$ cat src/rtl/uart_tx_ctrl.sv
// uart_tx_ctrl
//   Framing controller for the UART transmit path. It runs on the TX baud
//   clock, so one CLK cycle is one bit time. It accepts a byte, pulses
//   ser_en to load the external serializer, and then drives the frame onto
//   TX_OUT: start bit, DATA_WIDTH data bits taken from ser_data (LSB first),
//   an optional parity bit, and one stop bit. A new byte offered during the
//   stop bit chains directly into the next frame with no idle gap.
//
// Ports
//   CLK        TX baud clock; all logic on the rising edge
//   RST        asynchronous active-low reset
//   P_DATA     parallel data, sampled on the accept cycle
//   Data_Valid transmit request; accepted only in IDLE or STOP
//   PAR_EN     1 = append a parity bit; sampled on the accept cycle
//   PAR_TYP    0 = even parity, 1 = odd parity; sampled on the accept cycle
//   ser_done   serializer idle, or presenting its last bit
//   ser_data   current data bit from the serializer
//   ser_en     serializer load strobe; high only in the accept cycle
//   TX_OUT     serial line, idle high
//   busy       high while a frame is in progress
module uart_tx_ctrl #(
    parameter int unsigned DATA_WIDTH = 8
) (
    input  logic                  CLK,
    input  logic                  RST,
    input  logic [DATA_WIDTH-1:0] P_DATA,
    input  logic                  Data_Valid,
    input  logic                  PAR_EN,
    input  logic                  PAR_TYP,
    input  logic                  ser_done,
    input  logic                  ser_data,
    output logic                  ser_en,
    output logic                  TX_OUT,
    output logic                  busy
);

    typedef enum logic [2:0] {
        IDLE   = 3'd0,
        START  = 3'd1,
        DATA   = 3'd2,
        PARITY = 3'd3,
        STOP   = 3'd4
    } state_e;

    state_e state_q, state_d;
    logic   par_bit_q, par_bit_d;   // XOR of the accepted data word
    logic   par_en_q,  par_en_d;
    logic   par_typ_q, par_typ_d;
    logic   accept;

    always_ff @(posedge CLK or negedge RST) begin
        if (!RST) begin
            state_q   <= IDLE;
            par_bit_q <= 1'b0;
            par_en_q  <= 1'b0;
            par_typ_q <= 1'b0;
        end else begin
            state_q   <= state_d;
            par_bit_q <= par_bit_d;
            par_en_q  <= par_en_d;
            par_typ_q <= par_typ_d;
        end
    end

    // Next-state, frame-setup latches and the load strobe.
    always_comb begin
        state_d   = state_q;
        par_bit_d = par_bit_q;
        par_en_d  = par_en_q;
        par_typ_d = par_typ_q;
        ser_en    = 1'b0;

        accept = Data_Valid && ((state_q == IDLE) || (state_q == STOP));

        if (accept) begin
            ser_en    = 1'b1;
            par_en_d  = PAR_EN;
            par_typ_d = PAR_TYP;
            par_bit_d = ^P_DATA;
        end

        case (state_q)
            IDLE:    if (accept) state_d = START;
            START:   state_d = DATA;
            DATA:    if (ser_done) state_d = par_en_q ? PARITY : STOP;
            PARITY:  state_d = STOP;
            STOP:    state_d = accept ? START : IDLE;
            default: state_d = IDLE;
        endcase
    end

    // Line driver: decode of registered state plus the registered serializer
    // bit, so nothing from the input pins reaches TX_OUT combinationally.
    // The stored even parity is inverted here for odd parity; the line value
    // equals latching ^P_DATA / ~^P_DATA directly.
    always_comb begin
        case (state_q)
            IDLE:    TX_OUT = 1'b1;
            START:   TX_OUT = 1'b0;
            DATA:    TX_OUT = ser_data;
            PARITY:  TX_OUT = par_bit_q ^ par_typ_q;
            STOP:    TX_OUT = 1'b1;
            default: TX_OUT = 1'b1;
        endcase
    end

    assign busy = (state_q != IDLE);

endmodule

$ cat config.mk
export PLATFORM = sky130hd
export DESIGN_NAME = uart_tx_ctrl
export DESIGN_NICKNAME = d
export VERILOG_FILES = /design/src/rtl/uart_tx_ctrl.sv
export SDC_FILE = /design/constraint.sdc
export NUM_CORES = 1
export LEC_CHECK = 0
export CAP_MARGIN = 20
export CORE_AREA = 3 3 40 42
export CTS_CLUSTER_DIAMETER = 80
export DETAILED_ROUTE_END_ITERATION = 16
export DIE_AREA = 0 0 43 45
export GPL_ROUTABILITY_DRIVEN = 0
export PLACE_DENSITY = 0.54
export SLEW_MARGIN = 10
export SYNTH_ARGS = -nofsm -noshare
export SYNTH_HDL_FRONTEND = slang
export SYNTH_SLANG_ARGS = --single-unit
export TNS_END_PERCENT = 30
$ cat constraint.sdc
create_clock -name CLK -period 2.6 [get_ports CLK]
set_input_delay 0.26 -clock CLK [delete_from_list [all_inputs] [get_ports CLK]]
set_output_delay 0.26 -clock CLK [all_outputs]
set_load 0.01 [all_outputs]
==> results.tsv <==
metric	value	unit
GRT Total Usage	0.106	
Diodes inserted	0	
pin count of the biggest net entering global routing	10	
die width	43	um
# hold bufs at CTS	0	
power density over the cells	880	nW/um^2
flops & latches, synth	6	
CP max FO	5	
Congestion Overflow GR	0	
post-route insts no fill	68	
syn avg cell area	10.8	sq um
leakage power	0.218	nW
final setup violation count	0	
Relative slew margins	0.802	
area delta synth->final	59.5	%
Synth cell types	15	
Req. time, crit path	2.34	ns
number of routed nets with antenna violations	0	
H-tree levels	1	
final worst slack	0.708	ns
Final Slew Violations	0	
Worst path max stage delay	0.60	ns
Fill cells	127	
sequential fraction of the synthesis area	0.423	
drt pass-1 iters	2	
Min-Delay Path Class	input port to asynchronous set/reset pin	
effective utilization at floorplan	0.277	
Resized cells post-CTS	0	
WS Path Type	input port to output port	
post-DR vias/cell	4.65	
worst-margin pin slew	0.296	ns
crit path DAT	1.63	ns
CP delay by family, top	buffers and inverters	
I/O pins	18	
most common cell after layout, fill and taps aside	clkdlybuf4s50_1	
Worst setup EP type	output port	
initial antenna violation count	0	
post-synthesis net count	48	
Root Buffer	clkbuf_4	
share of cells above drive strength 1	0.113	
clock buffer depth	2	
Buf+Inv Stages, Crit Path	2	
clock sinks	6	
Final Hold Viols	0	
Post-Syn Area	355	sq um
clock period minus worst slack	1.89	ns
run status	completed	
dpl cells	65	
TritonCTS clock tree	built	
cell mode on critical path	clkdlybuf4s50_1	
nets	70	
FMAX	0.528	GHz
final setup TNS	0	ns
commonest cells after routing, fill and taps aside	clkdlybuf4s50_1, xnor2_1, dfrtp_1	
CP max stage cell	clkdlybuf4s50_1	
core area	1280	sq um
first-pass GRT wire length	1440	um
yosys warns	0	
setup bufs post-CTS	0	
Max Cap Viol	0	
IO buf count	17	
vias	316	
flop-to-flop setup slack	1.35	ns
vias in the first global route	346	
1st-iter DRT viols	4	
clk_skew	0.00151	ns
Cells after Synth	33	
die footprint	1940	sq um
Clock Pin Slew Worst Setup and Hold Paths	0.04	ns
pre-CTS setup slack	0.709	ns
die height	45	um
Core Rows	13	
Clock Latency Late Sink	0.24	ns
kind of launch point of the worst setup path	input port	
Max VDD drop	303	uV
RSZ-0062 raised after global routing	no	
period utilization	0.728	
# DRC	0	
critical-path cell list	clkdlybuf4s50_1 -> nor3b_4 -> clkdlybuf4s50_1	
WL per Instance	11.3	um
Inserted Clock Buffers	3	
Detailed Route WL	770	um
==> registers in the layout (all words and copies together) (netlist names) <==
signal,count
par_typ_q,1
state_q,3
par_en_q,1
par_bit_q,1
==> metal layers <==
metal / vias up / track usage / routed length [um]
met5: - / 0 / 0
met3: 2 / 0.0598 / 103
met1: 139 / 0.117 / 316
li1: 155 / - / -
met4: 0 / 0.0904 / 9
met2: 20 / 0.147 / 340
==> final timing paths <==
kind / start / to / depth (start not counted)
max: Data_Valid / ser_en / 3
min: RST / state_q[0] / 1
max reg2reg: state_q[1] / par_typ_q / 2
min reg2reg: state_q[2] / state_q[1] / 1
max in group asynchronous: RST / state_q[1] / 1
min in group CLK: state_q[2] / state_q[1] / 1
==> logic make-up (layout without fill, tap and decap cells) <==
family / count (synthesis) / in the layout / share of synthesized area
compound gates: 6 / 6 / 0.0915
flops: 6 / 6 / 0.423
simple gates: 10 / 10 / 0.215
mux: 2 / 2 / 0.0634
xor+xnor: 8 / 8 / 0.197
buf+inv: 1 / 21 / 0.0106
==> through the flow <==
step           power (mW)  hold WS (ns)  utilization  cell area [sq um]
2_1_floorplan       0.314       -0.0356            -                355
3_3_place_gp        0.411         0.474        0.424                544
3_5_place_dp        0.417         0.495        0.424                544
4_1_cts             0.508         0.261        0.441                567
5_1_grt             0.548         0.272        0.441                567
6_report            0.499         0.266        0.441                567
==> final cells by class <==
type	instances	area, sq um	share of cell area
Sequential cell	6	150	0.265
Timing Repair Buffer	17	170	0.300
Clock buffer	3	22.5	0.0397
Inverter	1	3.75	0.00662
Tap cell	15	18.8	0.0331
Multi-Input combinational cell	26	201	0.355
==> report_power, final <==
group	switching [mW]	internal (mW)	total [mW]
Clock	0.0337	0.0522	0.0859
Sequential	0.0509	0.136	0.187
Combinational	0.0829	0.143	0.226
==> synthesized netlist by cell type <==
library cell / instances / share of area
nor2_1: 1 / 0.011
xnor2_1: 7 / 0.17
a21oi_1: 5 / 0.070
dfrtp_1: 6 / 0.42
inv_1: 1 / 0.011
nand2b_1: 3 / 0.053
nor3b_4: 1 / 0.053
nand4b_1: 1 / 0.025
nand3_1: 1 / 0.014
nor3b_1: 1 / 0.021
xor2_1: 1 / 0.025
or2b_1: 1 / 0.021
o21bai_1: 1 / 0.021
mux2_2: 2 / 0.063
or3_1: 1 / 0.018
(Power assumes the default switching activity.)
